<file path="config.mk">
export PLATFORM = sky130hd
export DESIGN_NAME = morse_decoder
export DESIGN_NICKNAME = d
export VERILOG_FILES = /design/src/rtl/morse_decoder.sv
export SDC_FILE = /design/constraint.sdc
export NUM_CORES = 1
export LEC_CHECK = 0
export ABC_CLOCK_PERIOD_IN_PS = 2700
export BUFFER_PORTS_ARGS = -buffer_cell sky130_fd_sc_hd__buf_2
export CAP_MARGIN = 20
export CORE_MARGIN = 2
export CORE_UTILIZATION = 50
export DETAILED_ROUTE_END_ITERATION = 12
export PLACE_DENSITY_LB_ADDON = 0.15
export SKIP_LAST_GASP = 1
export SYNTH_ARGS = -nofsm -noshare
export SYNTH_HDL_FRONTEND = slang
export SYNTH_SLANG_ARGS = --single-unit
</file>
<file path="constraint.sdc">
create_clock -name clk -period 2.7 [get_ports clk]
set_input_delay 0.405 -clock clk [delete_from_list [all_inputs] [get_ports clk]]
set_output_delay 0.405 -clock clk [all_outputs]
set_load 0.01 [all_outputs]
</file>
<file path="src/rtl/morse_decoder.sv">
// ---------------------------------------------------------------------------
// morse_decoder
//   Decodes a hand-keyed Morse signal into ASCII characters. Element and gap
//   lengths are measured in units of UNIT_CYCLES clocks on the synchronized key
//   level: a press of 1 unit is a dot, and 2 or more units is a dash. A silence
//   of 3 units ends a character. Up to six elements form one character.
//
//   Optional feature: define MORSE_WORD_SPACE_EN to emit a space (0x20) after
//   7 units of silence following a decoded character.
//
// Ports
//   clk          system clock, rising edge
//   rst          synchronous, active-low reset
//   key_n        asynchronous Morse key, active-low (pressed = 0)
//   ascii_out    decoded character, held until the next strobe
//   ascii_valid  one-clock strobe qualifying ascii_out
//   err_pulse    one-clock strobe when a seventh element overflows the pattern
//   led_n        active-low echo of the synchronized key
// ---------------------------------------------------------------------------
module morse_decoder #(
    parameter int UNIT_CYCLES = 4_800_000
) (
    input  logic       clk,
    input  logic       rst,
    input  logic       key_n,
    output logic [7:0] ascii_out,
    output logic       ascii_valid,
    output logic       err_pulse,
    output logic       led_n
);

    localparam int               SUB_W      = (UNIT_CYCLES > 1) ? $clog2(UNIT_CYCLES) : 1;
    localparam logic [SUB_W-1:0] SUB_LAST   = SUB_W'(UNIT_CYCLES - 1);
    localparam logic [2:0]       UNITS_MAX  = 3'd7;
    localparam logic [2:0]       GAP_UNITS  = 3'd3;
    localparam logic [2:0]       WORD_UNITS = 3'd7;
    localparam logic [2:0]       MAX_ELEMS  = 3'd6;

    typedef enum logic [2:0] {
        IDLE = 3'd0,
        MARK = 3'd1,
        GAP  = 3'd2,
        WORD = 3'd3,
        LOCK = 3'd4
    } state_e;

    // Lookup keyed on {length, pattern}; the pattern is right-aligned with the
    // first element in the most significant valid bit, and 1 means dash.
    function automatic logic [7:0] decode_char(input logic [2:0] len, input logic [5:0] pat);
        logic [7:0] ch;
        case ({len, pat})
            9'b001_000000: ch = 8'h45; // E
            9'b001_000001: ch = 8'h54; // T
            9'b010_000001: ch = 8'h41; // A
            9'b010_000000: ch = 8'h49; // I
            9'b010_000011: ch = 8'h4D; // M
            9'b010_000010: ch = 8'h4E; // N
            9'b011_000100: ch = 8'h44; // D
            9'b011_000110: ch = 8'h47; // G
            9'b011_000101: ch = 8'h4B; // K
            9'b011_000111: ch = 8'h4F; // O
            9'b011_000010: ch = 8'h52; // R
            9'b011_000000: ch = 8'h53; // S
            9'b011_000001: ch = 8'h55; // U
            9'b011_000011: ch = 8'h57; // W
            9'b100_001000: ch = 8'h42; // B
            9'b100_001010: ch = 8'h43; // C
            9'b100_000010: ch = 8'h46; // F
            9'b100_000000: ch = 8'h48; // H
            9'b100_000111: ch = 8'h4A; // J
            9'b100_000100: ch = 8'h4C; // L
            9'b100_000110: ch = 8'h50; // P
            9'b100_001101: ch = 8'h51; // Q
            9'b100_000001: ch = 8'h56; // V
            9'b100_001001: ch = 8'h58; // X
            9'b100_001011: ch = 8'h59; // Y
            9'b100_001100: ch = 8'h5A; // Z
            9'b101_011111: ch = 8'h30; // 0
            9'b101_001111: ch = 8'h31; // 1
            9'b101_000111: ch = 8'h32; // 2
            9'b101_000011: ch = 8'h33; // 3
            9'b101_000001: ch = 8'h34; // 4
            9'b101_000000: ch = 8'h35; // 5
            9'b101_010000: ch = 8'h36; // 6
            9'b101_011000: ch = 8'h37; // 7
            9'b101_011100: ch = 8'h38; // 8
            9'b101_011110: ch = 8'h39; // 9
            9'b101_010010: ch = 8'h2F; // /
            9'b101_010001: ch = 8'h3D; // =
            9'b110_010101: ch = 8'h2E; // .
            9'b110_110011: ch = 8'h2C; // ,
            9'b110_001100: ch = 8'h3F; // ?
            default:       ch = 8'h23; // #
        endcase
        return ch;
    endfunction

    logic             key_meta_q, key_meta_d;
    logic             key_sync_q, key_sync_d;
    logic             key_prev_q, key_prev_d;
    logic [SUB_W-1:0] sub_cnt_q, sub_cnt_d;
    logic [2:0]       unit_cnt_q, unit_cnt_d;
    state_e           state_q, state_d;
    state_e           prev_state_q, prev_state_d;
    logic [5:0]       pattern_q, pattern_d;
    logic [2:0]       len_q, len_d;
    logic [7:0]       ascii_out_q, ascii_out_d;
    logic             ascii_valid_q, ascii_valid_d;
    logic             err_pulse_q, err_pulse_d;

    logic             edge_s;
    logic             press_s;
    logic             release_s;
    logic             wrap_s;
    logic [2:0]       units_now_s;
    state_e           gap_exit_s;

    // Synchronizer pipeline plus one extra stage for edge detection.
    always_comb begin
        key_meta_d = key_n;
        key_sync_d = key_meta_q;
        key_prev_d = key_sync_q;
    end

    assign edge_s    = key_sync_q ^ key_prev_q;
    assign press_s   = edge_s & ~key_sync_q;
    assign release_s = edge_s & key_sync_q;
    assign wrap_s    = (sub_cnt_q == SUB_LAST);

    // Units completed so far, counting a wrap happening in this very clock, so
    // an interval of N clocks measures floor(N / UNIT_CYCLES) units.
    assign units_now_s = (unit_cnt_q == UNITS_MAX) ? UNITS_MAX : (unit_cnt_q + {2'b00, wrap_s});

    // After a character gap, a decoded character leads to WORD; an empty
    // (overflowed) pattern behaves as if nothing was keyed.
    assign gap_exit_s = (len_q != 3'd0) ? WORD : IDLE;

    // Unit timing: restart on every key edge, saturate the unit count.
    always_comb begin
        sub_cnt_d  = sub_cnt_q;
        unit_cnt_d = unit_cnt_q;
        if (edge_s) begin
            sub_cnt_d  = {SUB_W{1'b0}};
            unit_cnt_d = 3'd0;
        end else if (wrap_s) begin
            sub_cnt_d  = {SUB_W{1'b0}};
            unit_cnt_d = units_now_s;
        end else begin
            sub_cnt_d  = sub_cnt_q + SUB_W'(1);
            unit_cnt_d = unit_cnt_q;
        end
    end

    // Decoder FSM: next state, pattern accumulation and output strobes.
    always_comb begin
        state_d       = state_q;
        prev_state_d  = prev_state_q;
        pattern_d     = pattern_q;
        len_d         = len_q;
        ascii_out_d   = ascii_out_q;
        ascii_valid_d = 1'b0;
        err_pulse_d   = 1'b0;
        case (state_q)
            LOCK: begin
                // Wait for a full unit of released key so a key held through
                // reset cannot register as a press once synchronized.
                if (key_sync_q && (units_now_s >= 3'd1)) begin
                    state_d = IDLE;
                end else begin
                    state_d = LOCK;
                end
            end
            IDLE: begin
                if (press_s) begin
                    prev_state_d = IDLE;
                    state_d      = MARK;
                end else begin
                    state_d = IDLE;
                end
            end
            MARK: begin
                if (release_s) begin
                    if (units_now_s == 3'd0) begin
                        state_d = prev_state_q;
                    end else if (len_q == MAX_ELEMS) begin
                        err_pulse_d = 1'b1;
                        pattern_d   = 6'b000000;
                        len_d       = 3'd0;
                        state_d     = GAP;
                    end else begin
                        pattern_d = {pattern_q[4:0], (units_now_s >= 3'd2)};
                        len_d     = len_q + 3'd1;
                        state_d   = GAP;
                    end
                end else begin
                    state_d = MARK;
                end
            end
            GAP: begin
                if (units_now_s >= GAP_UNITS) begin
                    if (len_q != 3'd0) begin
                        ascii_out_d   = decode_char(len_q, pattern_q);
                        ascii_valid_d = 1'b1;
                    end else begin
                        ascii_valid_d = 1'b0;
                    end
                    pattern_d = 6'b000000;
                    len_d     = 3'd0;
                    if (press_s) begin
                        prev_state_d = gap_exit_s;
                        state_d      = MARK;
                    end else begin
                        state_d = gap_exit_s;
                    end
                end else if (press_s) begin
                    prev_state_d = GAP;
                    state_d      = MARK;
                end else begin
                    state_d = GAP;
                end
            end
            WORD: begin
                if (units_now_s >= WORD_UNITS) begin
`ifdef MORSE_WORD_SPACE_EN
                    ascii_out_d   = 8'h20;
                    ascii_valid_d = 1'b1;
`endif
                    if (press_s) begin
                        prev_state_d = IDLE;
                        state_d      = MARK;
                    end else begin
                        state_d = IDLE;
                    end
                end else if (press_s) begin
                    prev_state_d = WORD;
                    state_d      = MARK;
                end else begin
                    state_d = WORD;
                end
            end
            default: begin
                state_d = LOCK;
            end
        endcase
    end

    // State and output registers with synchronous active-low reset.
    always_ff @(posedge clk) begin
        if (!rst) begin
            key_meta_q    <= 1'b1;
            key_sync_q    <= 1'b1;
            key_prev_q    <= 1'b1;
            sub_cnt_q     <= {SUB_W{1'b0}};
            unit_cnt_q    <= 3'd0;
            state_q       <= LOCK;
            prev_state_q  <= IDLE;
            pattern_q     <= 6'b000000;
            len_q         <= 3'd0;
            ascii_out_q   <= 8'h00;
            ascii_valid_q <= 1'b0;
            err_pulse_q   <= 1'b0;
        end else begin
            key_meta_q    <= key_meta_d;
            key_sync_q    <= key_sync_d;
            key_prev_q    <= key_prev_d;
            sub_cnt_q     <= sub_cnt_d;
            unit_cnt_q    <= unit_cnt_d;
            state_q       <= state_d;
            prev_state_q  <= prev_state_d;
            pattern_q     <= pattern_d;
            len_q         <= len_d;
            ascii_out_q   <= ascii_out_d;
            ascii_valid_q <= ascii_valid_d;
            err_pulse_q   <= err_pulse_d;
        end
    end

    assign ascii_out   = ascii_out_q;
    assign ascii_valid = ascii_valid_q;
    assign err_pulse   = err_pulse_q;
    assign led_n       = key_sync_q;

endmodule

</file>
Word level (Yosys, flattened, before mapping)
Cells that the tools add are included.
- register bits: 54
- input bits: 3
- output and inout bits: 11
- logic and storage cells: 124
- add/subtract/negate cells: 3
- $lt $le $gt $ge: 4
- eq/ne operators: 53
- multiplexer cells: 32
- bitwise operators: 7
- reductions and logical operators: 13
- operators with widths (cell ; number):
    one-hot mux 7 bit (41 select lines) ; 1
    equality test 9 bit (second input constant) ; 27
    equality test 9 x 8 -> 1 bit (second input constant) ; 12
    two-way mux 3 bit ; 16
    two-way mux 6 bit ; 4
    adder 23 x 1 -> 23 bit (second input constant) ; 1
    equality test 23 bit (second input constant) ; 1
    equality test 9 x 7 -> 1 bit (second input constant) ; 2
    one-hot mux 3 bit (5 select lines) ; 1
    one-hot mux 6 bit (2 select lines) ; 1
    equality test 3 bit (second input constant) ; 3
    one-hot mux 3 bit (3 select lines) ; 1
    AND reduction 3 bit ; 3
    two-way mux 2 bit ; 4
    inequality test 2 bit (second input constant) ; 4
    equality test 3 x 2 -> 1 bit (second input constant) ; 2
    greater-or-equal comparator 3 x 2 -> 1 bit (second input constant) ; 2
    logical NOT 3 bit ; 2
    one-hot mux 3 bit (2 select lines) ; 1
    nonzero test 3 bit ; 2
    inverter 1 bit ; 4
    AND reduction 4 bit ; 1
    OR reduction 4 bit ; 1
    adder 3 x 1 -> 3 bit ; 1
    other kinds (12) ; 15

Longest topological paths before layout
- depth in word-level cells: 8
- mapped depth: 15
- mapped depth without buffers: 12

Worst setup path before layout
No wires, ideal clock.
- kind: register to register
- from: register sub_cnt_q[0]
- to: register pattern_q[0]
- library setup time: 0.128 ns
- arrival time: 2.865 ns
- data required time: 2.572 ns
- slack: -0.293 ns
- stages on the path, launching flop included: 16
- path buffers: 3
- clock period less this slack: 2.993 ns
- path through: dfxtp_1 > ha_1 > nand2_1 > nor3_1 > and4_1 > buf_2 > ha_1 > ha_1 > clkbuf_1 > nor2b_1 > a2111o_1 > a22oi_2 > buf_4 > nor3_1 > a21oi_1 > nor2_1
- word-level cells in the longest chain between the ends: 8
- elaborated cells on any way between the ends: 13
- those cells by class: add/sub: 1; order compare: 2; eq/ne: 3; mux: 5; reduce/logical: 2
- RTL lines (what ; line ; text):
    start, declared ; 101 ; logic [SUB_W-1:0] sub_cnt_q, sub_cnt_d;
    start signal, assigned ; 253 ; sub_cnt_q <= {SUB_W{1'b0}};
    start signal, assigned ; 266 ; sub_cnt_q <= sub_cnt_d;
    equality test 23 bit * ; 128 ; assign wrap_s = (sub_cnt_q == SUB_LAST);
    adder 3 x 1 -> 3 bit * ; 132 ; assign units_now_s = (unit_cnt_q == UNITS_MAX) ? UNITS_MAX : (unit_cnt_q + {2'b00, wrap_s});
    two-way mux 3 bit * ; 132 ;
    greater-or-equal comparator 3 x 2 -> 1 bit ; 191 ; pattern_d = {pattern_q[4:0], (units_now_s >= 3'd2)};
    two-way mux 6 bit ; 185 ; end else if (len_q == MAX_ELEMS) begin
    two-way mux 6 bit ; 183 ; if (units_now_s == 3'd0) begin
    two-way mux 6 bit ; 182 ; if (release_s) begin
    one-hot mux 6 bit (2 select lines) ; 163 ; case (state_q)
    end signal, assigned ; 270 ; pattern_q <= pattern_d;
    end, declared ; 105 ; logic [5:0] pattern_q, pattern_d;
Mark *: on every way between the ends. The rest lies on a longest branch, timed or not. The select of a mux whose other input is x is not followed.
A chain may end at the register's enable or synchronous reset.

Worst setup path after layout
- from: register sub_cnt_q[1]
- to: register pattern_q[5]
- word-level cells in the longest chain between the ends: 6
- elaborated cells on any way between the ends: 8
- those cells by class: add/sub: 1; order compare: 1; eq/ne: 3; mux: 1; reduce/logical: 2
- RTL lines (what ; line):
    equality test 23 bit * ; 128
    adder 3 x 1 -> 3 bit * ; 132
    two-way mux 3 bit * ; 132
    greater-or-equal comparator 3 x 2 -> 1 bit or logical NOT 3 bit (tied branches) ; 200, 183
    inequality test 2 bit (no line) ; n/a
    AND reduction 4 bit (no line) * ; n/a
Mark *: on every way between the ends. The rest lies on a longest branch, timed or not.

==> flow_summary_export.csv <==
group,metric,value,unit
place,io_buffers,12,
clocking,cts.sinks,53,
sta,slew_violations,0,
critical_path,crit_path_start,"sub_cnt_q[1]$_SDFF_PP0_",
pwr,netSwitchingPower,287,µW
sta,fin_crit_sh,98.3,%
floorplan,core_area,6350,µm²
sta,max_freq,377,MHz
cells_and_area,final_cells,529,
floorplan,initial_core_util,51.7,%
route,final_antenna_net_count,0,
global_routing,grtUsageMet1,31.5,%
floorplan,die_w,85.0,µm
global_routing,grt_first_pass_wirelength,13800,µm
pwr,p_leak,0.00139,µW
sta,finalHoldViolCount,0,
logic_synthesis,ys.flop_type,"dfxtp_1",
worst_hold_path,min_from,"key_n",
logic_synthesis,postSynthAreaPerCell,7.69,µm²
floorplan,die_y,85.0,µm
place,place_hpwl,5620,µm
critical_path,rr_startpoint,"sub_cnt_q[1]$_SDFF_PP0_",
sta,rsz0062_at_grt,"true",
run,max_cap_viol_count,0,
clocking,path_clk_slew,0.09,ns
place,place_inst,512,
cells_and_area,diodes,0,
pwr,pwr-share-comb,3.0,%
pwr,power.share.clock,39.0,%
global_routing,grt_max_degree,22,
pwr,ir_drop,0.302,mV
critical_path,critical_path_required,2.94,ns
critical_path,reg2regPathDepth,13,
clocking,cts_buffer_depth,2,
critical_path,critPathCaptureType,"flip-flop",
sta,setup_ws,0.0450,ns
cells_and_area,layout-drive-gt1-share,20.8,%
pwr,power_frac_seq,58.1,%
critical_path,critical_path_arrival,2.89,ns
global_routing,grt_pass1_vias,2960,
logic_synthesis,syn_inst,427,
sta,setup_viol,0,
route,first_pass_iters,5,
logic_synthesis,synth_most_common_cell,"nor2_1",
logic_synthesis,synth_commonest_cells,"nor2_1 (57), dfxtp_1 (53), nand2_1 (41), a21oi_1 (24), nand3_1 (24)",
logic_synthesis,async_reset_ff_share,0,%
logic_synthesis,yosys_warnings,0,
sta,tightest_slew,0.711,ns
cells_and_area,nets,460,
sta,fin_worst_skew,0.00768,ns
sta,slew_headroom,51.4,%
clocking,clock_latency,0.30,ns
logic_synthesis,synth_nets,435,
clocking,root_buffer,"clkbuf_8",
pwr,pwr_density_cell,358,nW/µm²
run_status,run_status,"complete, no violations",
route,drt-total-wl,8180,µm
global_routing,grtUsageTotal,22.6,%
logic_synthesis,synth_area_leaders,"dfxtp_1 (32%), nor2_1 (6.5%), nand2_1 (4.7%)",
worst_hold_path,whs_endpoint,"key_meta_q$_SDFF_PN1_",
global_routing,grt_antenna_before_repair,0,
global_routing,gr-total-overflow,0,
route,vias,3231,
pwr,total_power,1360,µW
global_routing,gr-usage-met2,35.9,%
clocking,htreeDepth,2,
sta,finalSetupTns,0,ns
route,drt_iter0_drc,401,
place,place_congestion,0.962,
worst_hold_path,hold_path.class,"primary input to flip-flop",
route,wl_per_cell,15.5,µm
global_routing,use_met3,3.79,%
critical_path,r2r_slack,0.05,ns
logic_synthesis,synth_top_area_share,32.3,%
sta,period_needed,2.65,ns
clocking,cts_tree,"done",
pwr,switching_share,21.0,%
route,drc_errors,0,
cells_and_area,area_growth,16.1,%
clocking,ctsHoldBuffers,0,
pwr,p_int,1080,µW
logic_synthesis,seq_area_frac_synth,32.3,%
route,via_per_inst,6.11,
global_routing,busiest_layer,"met2",
logic_synthesis,ys_types,71,
logic_synthesis,syn_area,3280,µm²
logic_synthesis,synth_top_cell_by_area,"dfxtp_1",
floorplan,die_area,7230,µm²
clocking,numCtsBuffers,5,
worst_hold_path,holdPathStages,2,
critical_path,worstReg2RegEnd,"pattern_q[5]$_SDFFE_PN0P_",
critical_path,path_max_fanout,5,
critical_path,worstSetupPathType,"flip-flop to flip-flop",
logic_synthesis,synth-edff-count,0,
place,dp_slack,-0.0395,ns
critical_path,start_kind,"flip-flop",
floorplan,num_rows,29,
logic_synthesis,synth_seq_cells,53,
floorplan,pin_count,14,
cell type report:
class	instances	area [µm²]
Sequential cell	53	1060
Clock buffer	5	68.8
Tap cell	77	96.3
Timing Repair Buffer	46	324
Multi-Input combinational cell	333	2170
Clock inverter	2	38.8
Fill cell	570	2540
Inverter	13	48.8
layout by cell type (no fill, tap or decap), types with 12 or more instances in the layout:
cell type / Yosys / routed
inv_1: 13 / 13
o21ai_0: 21 / 20
dfxtp_1: 53 / 51
buf_2: 13 / 13
nor2_1: 57 / 56
buf_4: 4 / 30
nand2_1: 41 / 36
a21oi_1: 24 / 20
nand2b_1: 12 / 12
nand3_1: 24 / 23
worst max path at each step:
stage,endpoint,slack [ns]
3_5_place_dp,prev_state_q[1]$_SDFFE_PN0P_,-0.04
4_1_cts,ascii_out[6]$_SDFFE_PN0P_,0.04
6_report,pattern_q[5]$_SDFFE_PN0P_,0.05
3_3_place_gp,ascii_out[2]$_SDFFE_PN0P_,0.1
5_1_grt,prev_state_q[1]$_SDFFE_PN0P_,-0.07
2_1_floorplan,ascii_out[6]$_SDFFE_PN0P_,0.02
critical path, stage by stage, from the launching register on:
cell      delay, ns
dfxtp_2        0.37
ha_4           0.15
nand2_4        0.06
nor3_4         0.26
and4_1         0.26
ha_2           0.20
ha_4           0.16
nor2b_4        0.05
a2111o_1       0.38
a22oi_2        0.24
buf_6          0.16
buf_6          0.12
nand2_4        0.05
a21oi_2        0.13
sequential cells by signal, indices dropped and copies added, names as in the netlist:
| register | count |
|---|---|
| state_q | 3 |
| sub_cnt_q | 23 |
| led_n | 1 |
| prev_state_q | 3 |
| err_pulse | 1 |
| ascii_out | 7 |
| key_meta_q | 1 |
| key_prev_q | 1 |
| pattern_q | 6 |
| len_q | 3 |
| ascii_valid | 1 |
| unit_cnt_q | 3 |
logic make-up (layout without fill, tap and decap cells):
family | count (synthesis) | count (layout) | share of synthesized area, %
DFF | 53 | 53 | 32.3
adders and majority gates | 5 | 5 | 1.91
buffers and inverters | 41 | 66 | 6.10
xor gates and xnor gates | 22 | 22 | 5.87
other | 1 | 1 | 0.114
AOI/OAI and AO/OA | 99 | 99 | 21.0
muxes | 1 | 1 | 0.305
and+or+nand+nor | 205 | 205 | 32.4
routing by layer:
| metal | share of wire [%] | vias up | wire length [µm] |
|---|---|---|---|
| met1 | 45 | 1505 | 3700 |
| met3 | 5.9 | 19 | 480 |
| met2 | 47 | 132 | 3840 |
| li1 | - | 1575 | - |
| met5 | 0 | - | 0 |
| met4 | 2.0 | 0 | 163 |
repair_timing:
action / 4_1_cts / 5_1_grt
setup endpoints to repair: 16 / 20
cloned: 0 / 1
pin swaps: 1 / 12
setup buffers: 2 / 7
gates resized for setup: 4 / 30
stage by stage:
stage          hold WS [ns]  cell area (µm²)  utilization [%]
2_1_floorplan         0.386             3300                -
3_3_place_gp          0.388             3480             54.8
3_5_place_dp          0.407             3480             54.8
4_1_cts               0.272             3630             57.2
5_1_grt               0.262             3810             60.0
6_report              0.274             3810             60.0
power groups by stage:
stage	Sequential (µW)	Combinational [µW]	Clock, µW
finish	792	40.3	532
global placement	808	35.1	0
global route	793	45.5	574
floorplan	809	24.3	0
detailed placement	808	35.7	0
CTS	790	36.0	547
(Power assumes the default switching activity.)
